==> config.mk <==
export PLATFORM = sky130hd
export DESIGN_NAME = alu_operand_stage_flat
export DESIGN_NICKNAME = d
export VERILOG_FILES = /design/src/rtl/alu_operand_stage_if.sv /design/src/rtl/alu_operand_stage.sv /design/src/flat_wrapper.sv
export SDC_FILE = /design/constraint.sdc
export NUM_CORES = 1
export LEC_CHECK = 0
export ABC_AREA = 1
export CORE_UTILIZATION = 25
export CTS_CLUSTER_DIAMETER = 150
export DETAILED_ROUTE_END_ITERATION = 12
export DONT_BUFFER_PORTS = 1
export PLACE_DENSITY = 0.43
export SLEW_MARGIN = 20
export SYNTH_ARGS = -nofsm -noshare
export SYNTH_HDL_FRONTEND = slang
export SYNTH_SLANG_ARGS = --single-unit
==> constraint.sdc <==
create_clock -name clk -period 4.26 [get_ports clk]
set_clock_uncertainty 0.1 [all_clocks]
set_input_delay 0.852 -clock clk [delete_from_list [all_inputs] [get_ports clk]]
set_output_delay 0.852 -clock clk [all_outputs]
set_load 0.1 [all_outputs]
==> src/rtl/alu_operand_stage_if.sv <==
// Operand-stage bus: source banks, selectors, control and the
// registered operand pair offered to the ALU.
interface alu_operand_stage_if #(
  parameter int WIDTH = 32,
  parameter int NSRC  = 3,
  parameter int SEL_W = 2
);
  logic [NSRC*WIDTH-1:0] src_a;
  logic [NSRC*WIDTH-1:0] src_b;
  logic [SEL_W-1:0]      sel_a;
  logic [SEL_W-1:0]      sel_b;
  logic                  start;
  logic                  flush;
  logic                  out_ready;
  logic [WIDTH-1:0]      op_a;
  logic [WIDTH-1:0]      op_b;
  logic                  out_valid;
  logic                  busy;
  logic                  sel_err;

  modport master (
    output src_a, src_b, sel_a, sel_b,
    output start, flush, out_ready,
    input  op_a, op_b, out_valid,
    input  busy, sel_err
  );

  modport slave (
    input  src_a, src_b, sel_a, sel_b,
    input  start, flush, out_ready,
    output op_a, op_b, out_valid,
    output busy, sel_err
  );
endinterface

==> src/rtl/alu_operand_stage.sv <==
// Multicycle ALU operand capture: A then B, then valid/ready hand-off.
// ALU_OPERAND_STAGE_ZERO_SRC_EN makes index NSRC a legal zero source.
module alu_operand_stage #(
  parameter int WIDTH = 32,
  parameter int NSRC  = 3,
  parameter int SEL_W = 2
) (
  input  logic                clk,
  input  logic                reset,
  alu_operand_stage_if.slave  bus
);

  typedef enum logic [1:0] {
    IDLE, CAP_A, CAP_B, VALID
  } state_e;

  state_e           state_q, state_d;
  logic             out_valid_q;
  logic [SEL_W-1:0] sel_a_q, sel_b_q;
  logic [WIDTH-1:0] op_a_q, op_b_q;
  logic             sel_err_q;

  function automatic logic [WIDTH-1:0] pick(
    input logic [NSRC*WIDTH-1:0] srcs,
    input logic [SEL_W-1:0]      sel
  );
    logic [WIDTH-1:0] r;
    r = '0;
    for (int i = 0; i < NSRC; i++)
      if (int'(sel) == i) r = srcs[i*WIDTH +: WIDTH];
    return r;
  endfunction

  function automatic logic illegal(
    input logic [SEL_W-1:0] sel
  );
`ifdef ALU_OPERAND_STAGE_ZERO_SRC_EN
    return int'(sel) > NSRC;
`else
    return int'(sel) >= NSRC;
`endif
  endfunction

  always_ff @(posedge clk) begin
    if (reset) begin
      state_q     <= IDLE;
      out_valid_q <= 1'b0;
    end else begin
      state_q     <= state_d;
      out_valid_q <= (state_d == VALID);
    end
  end

  always_comb begin
    state_d = state_q;
    unique case (state_q)
      IDLE:  if (bus.start) state_d = CAP_A;
      CAP_A: state_d = CAP_B;
      CAP_B: state_d = VALID;
      VALID: if (bus.out_ready) state_d = IDLE;
      default: state_d = IDLE;
    endcase
    if (bus.flush) state_d = IDLE;
  end

  always_comb begin
    bus.busy      = (state_q != IDLE);
    bus.out_valid = out_valid_q;
    bus.op_a      = op_a_q;
    bus.op_b      = op_b_q;
    bus.sel_err   = sel_err_q;
  end

  // Flush abandons the request but keeps operands and error visible.
  always_ff @(posedge clk) begin
    if (reset) begin
      sel_a_q   <= '0;
      sel_b_q   <= '0;
      op_a_q    <= '0;
      op_b_q    <= '0;
      sel_err_q <= 1'b0;
    end else if (!bus.flush) begin
      case (state_q)
        IDLE: begin
          if (bus.start) begin
            sel_a_q   <= bus.sel_a;
            sel_b_q   <= bus.sel_b;
            sel_err_q <= 1'b0;
          end
        end
        CAP_A: begin
          op_a_q <= pick(bus.src_a, sel_a_q);
          if (illegal(sel_a_q)) sel_err_q <= 1'b1;
        end
        CAP_B: begin
          op_b_q <= pick(bus.src_b, sel_b_q);
          if (illegal(sel_b_q)) sel_err_q <= 1'b1;
        end
        default: ;
      endcase
    end
  end

endmodule
==> src/flat_wrapper.sv <==
// flat-port wrapper written by rule: the top's interface ports become plain ports
module alu_operand_stage_flat 
#(
  parameter int WIDTH = 32,
  parameter int NSRC  = 3,
  parameter int SEL_W = 2
)
  (clk, reset, bus_src_a, bus_src_b, bus_sel_a, bus_sel_b, bus_start, bus_flush, bus_out_ready, bus_op_a, bus_op_b, bus_out_valid, bus_busy, bus_sel_err);
  alu_operand_stage_if #(.WIDTH(WIDTH), .NSRC(NSRC), .SEL_W(SEL_W)) bus_i ();
  input  logic clk;
  input  logic reset;
  input wire logic [$bits(bus_i.src_a)-1:0] bus_src_a;
  input wire logic [$bits(bus_i.src_b)-1:0] bus_src_b;
  input wire logic [$bits(bus_i.sel_a)-1:0] bus_sel_a;
  input wire logic [$bits(bus_i.sel_b)-1:0] bus_sel_b;
  input wire logic [$bits(bus_i.start)-1:0] bus_start;
  input wire logic [$bits(bus_i.flush)-1:0] bus_flush;
  input wire logic [$bits(bus_i.out_ready)-1:0] bus_out_ready;
  output wire logic [$bits(bus_i.op_a)-1:0] bus_op_a;
  output wire logic [$bits(bus_i.op_b)-1:0] bus_op_b;
  output wire logic [$bits(bus_i.out_valid)-1:0] bus_out_valid;
  output wire logic [$bits(bus_i.busy)-1:0] bus_busy;
  output wire logic [$bits(bus_i.sel_err)-1:0] bus_sel_err;
  assign bus_i.src_a = bus_src_a;
  assign bus_i.src_b = bus_src_b;
  assign bus_i.sel_a = bus_sel_a;
  assign bus_i.sel_b = bus_sel_b;
  assign bus_i.start = bus_start;
  assign bus_i.flush = bus_flush;
  assign bus_i.out_ready = bus_out_ready;
  assign bus_op_a = bus_i.op_a;
  assign bus_op_b = bus_i.op_b;
  assign bus_out_valid = bus_i.out_valid;
  assign bus_busy = bus_i.busy;
  assign bus_sel_err = bus_i.sel_err;
  alu_operand_stage #(.WIDTH(WIDTH), .NSRC(NSRC), .SEL_W(SEL_W)) u_core (.clk(clk), .reset(reset), .bus(bus_i));
endmodule
# After elaboration in Yosys (flattened, before gate mapping)
# Cells that the tools add are included.
# op_classes
eq_ne	11
reduce_logical	9
magnitude_cmp	2
n_mux	14
n_bitwise	1
# ops
operator	count
2-to-1 mux 32 bit	6
equality test 2 bit (second input constant)	7
one-hot mux 2 bit (4 select lines)	1
logical NOT 2 bit	3
2-to-1 mux 2 bit	3
AND reduction 5 bit	1
>= comparator 2 bit (second input constant)	2
inequality test 2 x 1 -> 1 bit (second input constant)	2
AND reduction 2 bit	2
2-to-1 mux 1 bit	3
one-hot mux 1 bit (3 select lines)	1
AND reduction 3 bit	1
nonzero test 3 bit	1
equality test 2 x 1 -> 1 bit (second input constant)	1
inequality test 2 bit (second input constant)	1
nonzero test 2 bit	1
inverter 1 bit	1
# totals
reg_bits	72
inputBits	201

# Longest topological paths before layout
# Gate-level depths: netlist of the first run.
# depth
ltp_word	4
depth_mapped	8
ltp_nobuf	8

# Worst setup path before layout of the first run
# Ideal clock, no wire load.
# synth_timing
path_type	flip-flop to output port
from	register u_core.state_q[0]
to	output port bus_busy
required_ns	3.308
path_slack_ns	2.042
path_stages_with_launch	4
n_path_buf	0
arrival_ns	1.266
cell_sequence	dfxtp_1 > inv_1 > ha_1 > inv_1
# synth_between
elab_chain_len	1
# synth_rtl
element	line	source
start, declared	alu_operand_stage.sv:17	state_e state_q, state_d;
start signal, assigned	alu_operand_stage.sv:49	state_q <= state_d;
nonzero test 2 bit	alu_operand_stage.sv:67	bus.busy = (state_q != IDLE);
end, declared	flat_wrapper.sv:22	output wire logic [$bits(bus_i.busy)-1:0] bus_busy;
# Every way passes these cells.

# Worst setup path in the final report of the first run
# Same ends and word-level chain as after synthesis.

==> impl_metrics.env, run 1 <==
export IMPL_hold_class="register to register"
export IMPL_ys_types=19
export IMPL_grt_max_degree=46
export IMPL_vias_per_cell=5.09
export IMPL_cts_buffers_inserted=9
export IMPL_die_w_um=123
export IMPL_numPlacedInstances=714
export IMPL_post_route_drc=0
export IMPL_cts_post_setup_buffers_inserted=0
export IMPL_tns_ns=0
export IMPL_place_detailed_hpwl_um=9190
export IMPL_postLayoutSetupSlackWorst_ns=1.60
export IMPL_timing_critical_path_fanout_max=4
export IMPL_finalWorstPathRequiredPeriod_ns=2.66
export IMPL_worst_path_buf_inv=2
export IMPL_final_nets=751
export IMPL_effective_utilization_at_floorplan_pct=26.0
export IMPL_post_route_cells_drive_above_1_share_pct=6.00
export IMPL_crit_required_ns=3.31
export IMPL_cts_sinks=72
export IMPL_seq_area_frac_synth_pct=39.3
export IMPL_max_freq_ghz=0.376
export IMPL_post_synth_cell_area_avg_um2=6.48
export IMPL_design_core_area_um2=14100
export IMPL_critPathSlowestCell="inv_1"
export IMPL_drt_initial_drc_count=176
export IMPL_fp_row_count=43
export IMPL_die_area_um2=15100
export IMPL_layout_commonest_cell="nand2_1"
export IMPL_first_pass_iters=4
export IMPL_antenna_cells=0
export IMPL_max_slew_worst_pin_slew_ns=1.08
export IMPL_critical_path_max_stage_delay_ns=0.63
export IMPL_rsz0062_at_grt="false"
export IMPL_p_per_area_nw_per_um2=456
export IMPL_route_vias_total=3716
export IMPL_timing_hold_violations_final=0
export IMPL_finish_cell_count_without_fillers=730
export IMPL_mappedNetlistArea_um2=3660
export IMPL_syn_inst=565
export IMPL_reg2reg_setup_slack_ns=2.03
export IMPL_grt_antenna_before_repair=0
export IMPL_number_of_routed_nets_with_antenna_violations=0
export IMPL_route_detailed_wl_per_inst_um=17.1
export IMPL_mostFrequentLayoutCells="176 x nand2_1, 76 x o21ai_0, 72 x dfxtp_1"
export IMPL_slew_headroom_pct=27.8
export IMPL_cts_max_level=3
export IMPL_cts_hold_buffers_added=0
export IMPL_timing_final_max_slew_violations=0
export IMPL_critPathTopFamily="buffers and inverters"
export IMPL_critical_path_class="register to output pin"
export IMPL_p_leak_nw=1.55
export IMPL_setup_failing_eps_final=0
export IMPL_setup_worst_path_end_class="output pin"
export IMPL_path_clk_slew_ns=0.06
export IMPL_most_used_cell_cp="inv_1"
export IMPL_place_worst_setup_slack_ns=1.67
export IMPL_cp_arrival_ns=1.71
export IMPL_port_buffers=0
export IMPL_cts_max_path_buffers=2
export IMPL_grt_pass1_vias=3443
export IMPL_max_cap_violations=0
export IMPL_synthesis_yosys_warnings=0
export IMPL_synthToLayoutAreaGrowth_pct=11.2
export IMPL_timing_critical_path_from_type="register"
export IMPL_report_power_total_mw=1.86
export IMPL_status="finished clean"
export IMPL_clockRootBuffer="clkbuf_16"
export IMPL_die_height_um=123
export IMPL_clk_latency_ns=0.34
export IMPL_globalplace_congestion=0.810
export IMPL_grt_pass1_wl_um=17600
export IMPL_max_vdd_ir_drop_mv=0.174
export IMPL_final_min_period_over_clock_period_pct=62.5
export IMPL_cts_repair_resized=0
export IMPL_drt_wl_total_um=12500
export IMPL_io_pin_count=268
export IMPL_grtUsageTotal_pct=15.7
export IMPL_postSynthRegisterBits=72
export IMPL_syn_num_nets=771
export IMPL_grt_remaining_overflow=0
export IMPL_cts_tree="built"
export IMPL_path_cells="inv_1 > ha_1 > inv_1"
## layer usage
| metal | part of all wire [%] | wire, µm | GRT usage (%) |
|---|---|---|---|
| met1 | 40 | 4930 | 16.8 |
| met2 | 47 | 5820 | 27.1 |
| met3 | 12 | 1440 | 5.95 |
| met4 | 2.2 | 271 | 7.45 |
| met5 | 0 | 0 | 0 |
## sequential cells by signal, indices dropped and copies added (netlist names)
name,count
u_core.bus.op_a,32
u_core.bus.out_valid,1
u_core.sel_b_q,2
u_core.bus.sel_err,1
u_core.bus.op_b,32
u_core.sel_a_q,2
u_core.state_q,2
## area by class of cell
class	count	area, µm²
fill	1580	10000
inverter	36	135
timing repair buffer	4	30.0
clock inverter	6	67.6
sequential	72	1440
multi-input combinational	422	1930
clock buffer	10	239
tap	180	225
## synth_stat cells, drive strengths merged
cell	n	share of area [%]
buf	24	3.4
a31oi	41	7.0
nor2	58	6.1
inv	36	3.7
nand2	179	19
a21oi	45	6.1
ha	5	1.7
nor3	1	0.14
clkbuf	11	1.1
nand3	7	0.96
dfxtp	72	39
nand4	2	0.34
o21ai	84	11
## report_power, final
part	leakage, nW	switching, mW	total [mW]	internal [mW]
clock	0.145	0.311	0.783	0.471
combinational	0.824	0.137	0.190	0.0531
sequential	0.584	0.184	0.884	0.700
## cells by family (layout without fill, tap and decap cells)
group	count (synthesis)	after routing	share of synthesized area, %
fa+ha+maj	5	5	1.71
buf+inv	71	56	8.20
simple gates	247	247	26.1
flops	72	72	39.3
compound gates	170	170	24.6
## path summary, 6_finish.rpt
path / start / endpoint / cells after the start
worst min register to register: u_core.sel_a_q[0]$_SDFFE_PP0P_ / u_core.sel_a_q[0]$_SDFFE_PP0P_ / 2
worst min-delay path: u_core.sel_a_q[0]$_SDFFE_PP0P_ / u_core.sel_a_q[0]$_SDFFE_PP0P_ / 2
worst max-delay path: u_core.state_q[0]$_SDFF_PP0_ / bus_busy / 3
worst max register to register: u_core.state_q[0]$_SDFF_PP0_ / u_core.bus.op_b[13]$_SDFFE_PP0P_ / 7
## worst register-to-register path, stage by stage, from the launching register on
cell     delay, ns
dfxtp_1       0.34
inv_1         0.14
ha_1          0.25
nand2_2       0.33
inv_2         0.62
nand2_1       0.12
nor2_1        0.18
nor2_1        0.05
## per-stage QoR
step | util [%] | instance area, µm² | hold WS, ns
CTS | 28.9 | 4070 | 0.428
detailed placement | 26.7 | 3770 | 0.419
global route | 28.9 | 4070 | 0.458
floorplan | - | 3660 | 0.380
finish | 28.9 | 4070 | 0.432
global placement | 26.6 | 3760 | 0.416
Power figures use the tool's default switching activity.
==> run 2, diff against run 1 <==
--- a/config.mk
+++ b/config.mk
@@ -5,7 +5,7 @@
 export SDC_FILE = /design/constraint.sdc
 export NUM_CORES = 1
 export LEC_CHECK = 0
-export ABC_AREA = 1
+export ABC_AREA = 0
 export CORE_UTILIZATION = 25
 export CTS_CLUSTER_DIAMETER = 150
 export DETAILED_ROUTE_END_ITERATION = 12
==> constraint.sdc (replaced) <==
create_clock -name clk -period 2.6 [get_ports clk]
set_clock_uncertainty 0.1 [all_clocks]
set_input_delay 0.52 -clock clk [delete_from_list [all_inputs] [get_ports clk]]
set_output_delay 0.52 -clock clk [all_outputs]
set_load 0.1 [all_outputs]
==> run 2 against run 1 <==
Effect of this change:
- the flow now finishes with violations (design-rule violations)
- global-route usage shrank 3.3 points
- area after synthesis grew 28%
- cell area grew 38%
- synthesized cell count shrank 27%
- flip-flop and latch count is the same
- first-iteration DRC count shrank 25%
- critical endpoint unchanged
==> impl_metrics.env, run 2 <==
export IMPL_hold_class="input port to register"
export IMPL_place_detailed_hpwl_um=8930
export IMPL_drt_wl_total_um=12100
export IMPL_critPathSlowestCell="dfxtp_1"
export IMPL_cts_post_setup_buffers_inserted=0
export IMPL_die_area_um2=19300
export IMPL_finish_cell_count_without_fillers=692
export IMPL_cts_max_level=3
export IMPL_crit_required_ns=1.98
export IMPL_mostFrequentLayoutCells="77 x buf_4, 69 x mux2i_1, 69 x nor2_1"
export IMPL_cts_buffers_inserted=9
export IMPL_route_detailed_wl_per_inst_um=17.5
export IMPL_synthesis_yosys_warnings=0
export IMPL_ys_types=28
export IMPL_post_synth_cell_area_avg_um2=11.3
export IMPL_critPathTopFamily="buffers and inverters"
export IMPL_max_vdd_ir_drop_mv=0.337
export IMPL_die_w_um=139
export IMPL_globalplace_congestion=0.776
export IMPL_grt_pass1_wl_um=18400
export IMPL_max_slew_worst_pin_slew_ns=1.01
export IMPL_rsz0062_at_grt="false"
export IMPL_reg2reg_setup_slack_ns=0.68
export IMPL_seq_area_frac_synth_pct=30.8
export IMPL_final_min_period_over_clock_period_pct=78.3
export IMPL_worst_path_buf_inv=3
export IMPL_first_pass_iters=9
export IMPL_vias_per_cell=4.92
export IMPL_timing_final_max_slew_violations=0
export IMPL_timing_critical_path_from_type="register"
export IMPL_design_core_area_um2=18100
export IMPL_clockRootBuffer="clkbuf_16"
export IMPL_effective_utilization_at_floorplan_pct=25.8
export IMPL_syn_inst=413
export IMPL_slew_headroom_pct=32.4
export IMPL_tns_ns=0
export IMPL_mappedNetlistArea_um2=4680
export IMPL_port_buffers=0
export IMPL_critical_path_max_stage_delay_ns=0.40
export IMPL_synthToLayoutAreaGrowth_pct=19.8
export IMPL_async_flop_share_pct=0
export IMPL_synthDominantAreaCellType="dfxtp_1"
export IMPL_timing_critical_path_fanout_max=5
export IMPL_io_pin_count=268
export IMPL_grt_remaining_overflow=0
export IMPL_layout_commonest_cell="buf_4"
export IMPL_final_nets=664
export IMPL_critical_path_class="register to output pin"
export IMPL_worstHoldStart="reset"
export IMPL_failed_checks="design-rule violations"
export IMPL_cts_tree="built"
export IMPL_cts_repair_resized=0
export IMPL_number_of_routed_nets_with_antenna_violations=0
export IMPL_cts_sinks=72
export IMPL_clk_latency_ns=0.33
export IMPL_ys_dominant_reg_cell="dfxtp_1"
export IMPL_syn_num_nets=619
export IMPL_fp_row_count=49
export IMPL_number_of_enable_flip_flop_cells_after_synthesis=0
export IMPL_regToRegStartpoint="u_core.state_q[0]$_SDFF_PP0_"
export IMPL_p_leak_nw=1.93
export IMPL_route_vias_total=3402
export IMPL_cp_arrival_ns=1.42
export IMPL_antenna_cells=0
export IMPL_yosys_top_cells_area="dfxtp_1 31%, a211oi_2 16%, a2bb2oi_2 16%"
export IMPL_cts_max_path_buffers=2
export IMPL_max_cap_violations=0
export IMPL_max_freq_ghz=0.491
export IMPL_status="complete, but fails checks"
export IMPL_cts_hold_buffers_added=0
export IMPL_setup_failing_eps_final=0
export IMPL_post_route_cells_drive_above_1_share_pct=46.7
export IMPL_postSynthRegisterBits=72
export IMPL_die_height_um=139
export IMPL_grt_antenna_before_repair=0
export IMPL_timing_hold_violations_final=0
export IMPL_most_used_cell_cp="inv_1"
export IMPL_share_of_the_synthesized_area_in_the_top_cell_type_pct=30.8
export IMPL_netlist_top_cells_count="72 x dfxtp_1, 69 x mux2i_1, 69 x nor2_1, 60 x a211oi_2, 50 x a2bb2oi_2"
export IMPL_path_clk_slew_ns=0.06
export IMPL_grtUsageTotal_pct=12.4
export IMPL_setup_worst_path_end_class="output pin"
export IMPL_numPlacedInstances=676
export IMPL_n_fill_cell=1852
export IMPL_path_cells="inv_1 > ha_1 > inv_1 > buf_4"
export IMPL_grt_max_degree=73
export IMPL_p_per_area_nw_per_um2=629
export IMPL_post_route_drc=25
export IMPL_critical_path_startpoint="u_core.state_q[0]$_SDFF_PP0_"
export IMPL_yosysMostFrequentCell="dfxtp_1"
export IMPL_finalWorstPathRequiredPeriod_ns=2.04
export IMPL_drt_initial_drc_count=132
export IMPL_grt_pass1_vias=3526
## run 2: layer usage
layer	track usage [%]	routed length, µm	vias to the layer above
met5	0	0	-
met4	6.96	350	0
met3	3.97	1160	24
met2	22.5	6090	185
met1	12.4	4540	1552
li1	-	-	1641
## run 2: logic make-up (layout without fill, tap and decap cells)
kind of cell	count (synthesis)	after routing	share of synthesized area, %
muxes	69	69	14.8
buffers and inverters	49	99	8.53
DFF	72	72	30.8
and+or+nand+nor	86	86	8.24
adders and majority gates	5	5	1.34
AOI/OAI and AO/OA	132	132	36.3
## run 2: layout make-up
cell class                      instances  area (µm²)  share of cell area, %
Sequential cell                        72        1450                   25.8
Clock buffer                           11         243                   4.33
Inverter                                3        11.3                  0.201
Timing Repair Buffer                   80         638                   11.4
Multi-Input combinational cell        292        2850                   50.9
Tap cell                              229         287                   5.11
Clock inverter                          5         128                   2.28
## run 2: worst register-to-register path: stages (launching register included)
cell and delay (ns):
dfxtp_1 0.35, inv_1 0.12, ha_1 0.25, nor2b_4 0.47
buf_12 0.26, nor2_1 0.08, a211oi_2 0.20
## run 2: per-stage QoR
step                      area [µm²]  setup WS (ns)  utilization, %  power (mW)  hold WS (ns)
after global placement          5240          0.713            28.8        1.99         0.389
after CTS                       5610          0.523            30.9        3.61         0.121
final                           5610          0.564            30.9        3.52         0.149
after detailed placement        5240          0.656            28.8        2.00         0.390
after floorplan                 4680          0.723               -        1.92         0.438
after global routing            5610          0.469            30.9        3.68         0.123
## run 2: final timing paths
| kind | to | cells after the start |
|---|---|---|
| hold reg to reg | u_core.bus.op_a[5]$_SDFFE_PP0P_ | 2 |
| setup reg to reg | u_core.bus.op_b[4]$_SDFFE_PP0P_ | 6 |
| setup / recovery | bus_busy | 4 |
| hold / removal | u_core.bus.op_a[9]$_SDFFE_PP0P_ | 1 |
## run 2: power by group
part	total, mW	leakage, nW	switching (mW)	internal, mW
registers	1.17	0.585	0.0232	1.14
clock network	1.56	0.176	0.495	1.06
logic	0.800	1.17	0.514	0.286
total	3.52	1.93	1.03	2.49
==> run 3, diff against run 2 <==
==> constraint.sdc (replaced) <==
create_clock -name clk -period 2 [get_ports clk]
set_clock_uncertainty 0.1 [all_clocks]
set_input_delay 0.4 -clock clk [delete_from_list [all_inputs] [get_ports clk]]
set_output_delay 0.4 -clock clk [all_outputs]
set_load 0.1 [all_outputs]
==> run 3 against run 2 <==
Effect of this change:
- the flow still finishes with violations (design-rule violations)
- total power up 19%
- critical path depth down 1
- cell area up 0.89%
- die area unchanged
- first-iteration DRC count down 6.8%
- hold slack worse by 0.12 ns
- critical path type is now register to register
==> impl_metrics.env, run 3 (synthesized netlist as in run 2, its figures left out) <==
export IMPL_status="complete, but fails checks"
export IMPL_failed_checks="design-rule violations"
export IMPL_final_nets=674
export IMPL_final_min_period_over_clock_period_pct=94.1
export IMPL_finalWorstPathRequiredPeriod_ns=1.88
export IMPL_timing_final_max_slew_violations=0
export IMPL_grt_max_degree=72
export IMPL_path_cells="nor2b_4 > a2bb2oi_1 > a211oi_1"
export IMPL_cts_post_setup_buffers_inserted=0
export IMPL_cts_max_level=3
export IMPL_clk_latency_ns=0.34
export IMPL_worstHoldStart="reset"
export IMPL_synthToLayoutAreaGrowth_pct=20.9
export IMPL_design_core_area_um2=18100
export IMPL_cts_sinks=72
export IMPL_grt_antenna_before_repair=0
export IMPL_critPathTopFamily="simple AND/OR/NAND/NOR gates"
export IMPL_fp_row_count=49
export IMPL_critPathSlowestCell="nor2b_4"
export IMPL_place_detailed_hpwl_um=9090
export IMPL_layout_commonest_cell="buf_4"
export IMPL_max_vdd_ir_drop_mv=0.357
export IMPL_grt_pass1_vias=3541
export IMPL_worstHoldEndpoint="u_core.bus.op_a[9]$_SDFFE_PP0P_"
export IMPL_p_leak_nw=1.96
export IMPL_effective_utilization_at_floorplan_pct=25.8
export IMPL_reg2reg_setup_slack_ns=0.12
export IMPL_critical_path_class="register to register"
export IMPL_post_route_drc=25
export IMPL_antenna_cells=0
export IMPL_grtUsageTotal_pct=12.6
export IMPL_first_pass_iters=8
export IMPL_mostFrequentLayoutCells="81 x buf_4, 69 x mux2i_1, 69 x nor2_1"
export IMPL_max_cap_violations=0
export IMPL_seqCellArea_um2=1450
export IMPL_path_clk_slew_ns=0.06
export IMPL_rsz0062_at_grt="true"
export IMPL_drt_initial_drc_count=123
export IMPL_cts_tree="built"
export IMPL_holdWs_ns=0.0277
export IMPL_die_w_um=139
export IMPL_number_of_routed_nets_with_antenna_violations=0
export IMPL_drt_wl_total_um=12200
export IMPL_crit_required_ns=2.15
export IMPL_slew_headroom_pct=32.4
export IMPL_io_pin_count=268
export IMPL_grt_remaining_overflow=0
export IMPL_p_per_area_nw_per_um2=742
export IMPL_port_buffers=0
export IMPL_post_route_cells_drive_above_1_share_pct=47.6
export IMPL_vias_per_cell=4.84
export IMPL_setup_failing_eps_final=0
export IMPL_worst_path_buf_inv=0
export IMPL_setup_worst_path_end_class="register"
export IMPL_route_detailed_wl_per_inst_um=17.4
export IMPL_cts_buffers_inserted=9
export IMPL_place_worst_setup_slack_ns=0.101
export IMPL_cts_max_path_buffers=2
export IMPL_worst_r2r_path_depth=3
export IMPL_timing_critical_path_from_type="register"
export IMPL_timing_critical_path_fanout_max=32
export IMPL_clockRootBuffer="clkbuf_16"
export IMPL_final_core_area_utilization_pct=31.2
export IMPL_cp_arrival_ns=2.03
export IMPL_n_fill_cell=1864
export IMPL_report_power_total_mw=4.20
export IMPL_hold_class="input port to register"
export IMPL_postLayoutSetupSlackWorst_ns=0.118
export IMPL_critical_register_to_register_path_endpoint="u_core.bus.op_a[5]$_SDFFE_PP0P_"
export IMPL_globalplace_congestion=0.765
export IMPL_timing_hold_violations_final=0
export IMPL_critical_path_max_stage_delay_ns=0.82
export IMPL_max_freq_ghz=0.531
export IMPL_die_height_um=139
export IMPL_die_area_um2=19300
export IMPL_regToRegStartpoint="u_core.sel_a_q[0]$_SDFFE_PP0P_"
export IMPL_max_slew_worst_pin_slew_ns=1.01
export IMPL_multi_input_comb_area_um2=2850
export IMPL_route_vias_total=3399
export IMPL_grt_pass1_wl_um=18700
export IMPL_whs_path_depth=1
==> run 3: cell count changes in the layout (fill, tap and decap cells not counted) <==
cell	change
clkbuf_8	-1
buf_4	+4
buf_6	+1
buf_12	+4
clkinv_2	+3
clkinvlp_4	+1
bufinv_16	-3
dlygate4sd3_1	+1
==> run 3: power breakdown <==
part	internal [mW]	switching, mW	total [mW]
registers	1.49	0.0293	1.52
logic	0.393	0.675	1.07
clock network	0.960	0.651	1.61
total	2.84	1.36	4.20
==> run 3: final cells by class <==
class | instances | share of cell area [%]
Inverter | 3 | 0.199
Clock inverter | 6 | 1.06
Multi-Input combinational cell | 292 | 50.4
Tap cell | 229 | 5.07
Timing Repair Buffer | 90 | 13.6
Sequential cell | 72 | 25.6
Clock buffer | 10 | 4.05
==> run 3: repair_timing <==
action	CTS	global route
hold endpoints to repair	2	0
gates resized for setup	0	1
setup endpoints to repair	0	5
hold buffers	1	0
==> run 3: worst max-delay path by stage <==
| stage | slack (ns) | depth (start not counted) | from | end |
|---|---|---|---|---|
| floorplan | 0.24 | 3 | u_core.state_q[0]$_SDFF_PP0_ | bus_busy |
| global placement | 0.12 | 3 | u_core.sel_a_q[0]$_SDFFE_PP0P_ | u_core.bus.op_a[5]$_SDFFE_PP0P_ |
| detailed placement | 0.10 | 3 | u_core.sel_a_q[0]$_SDFFE_PP0P_ | u_core.bus.op_a[22]$_SDFFE_PP0P_ |
| CTS | 0.05 | 4 | u_core.state_q[0]$_SDFF_PP0_ | bus_busy |
| global route | -0.02 | 3 | u_core.sel_a_q[0]$_SDFFE_PP0P_ | u_core.bus.op_a[21]$_SDFFE_PP0P_ |
| finish | 0.12 | 3 | u_core.sel_a_q[0]$_SDFFE_PP0P_ | u_core.bus.op_a[5]$_SDFFE_PP0P_ |
==> run 3: per-stage QoR <==
stage                     setup TNS (ns)  area, µm²  cells
after floorplan                        0       4680    413
after global placement                 0       5350    685
after detailed placement               0       5350    685
after CTS                              0       5650    702
after global routing             -0.0534       5660    702
final                                  0       5660    702
==> run 3: metal layers <==
metal	routed length (µm)	global-route usage, %	vias up
met5	0	0	-
met4	282	6.20	0
met3	1180	3.73	15
met2	6070	23.0	181
met1	4700	13.0	1531
li1	-	-	1672
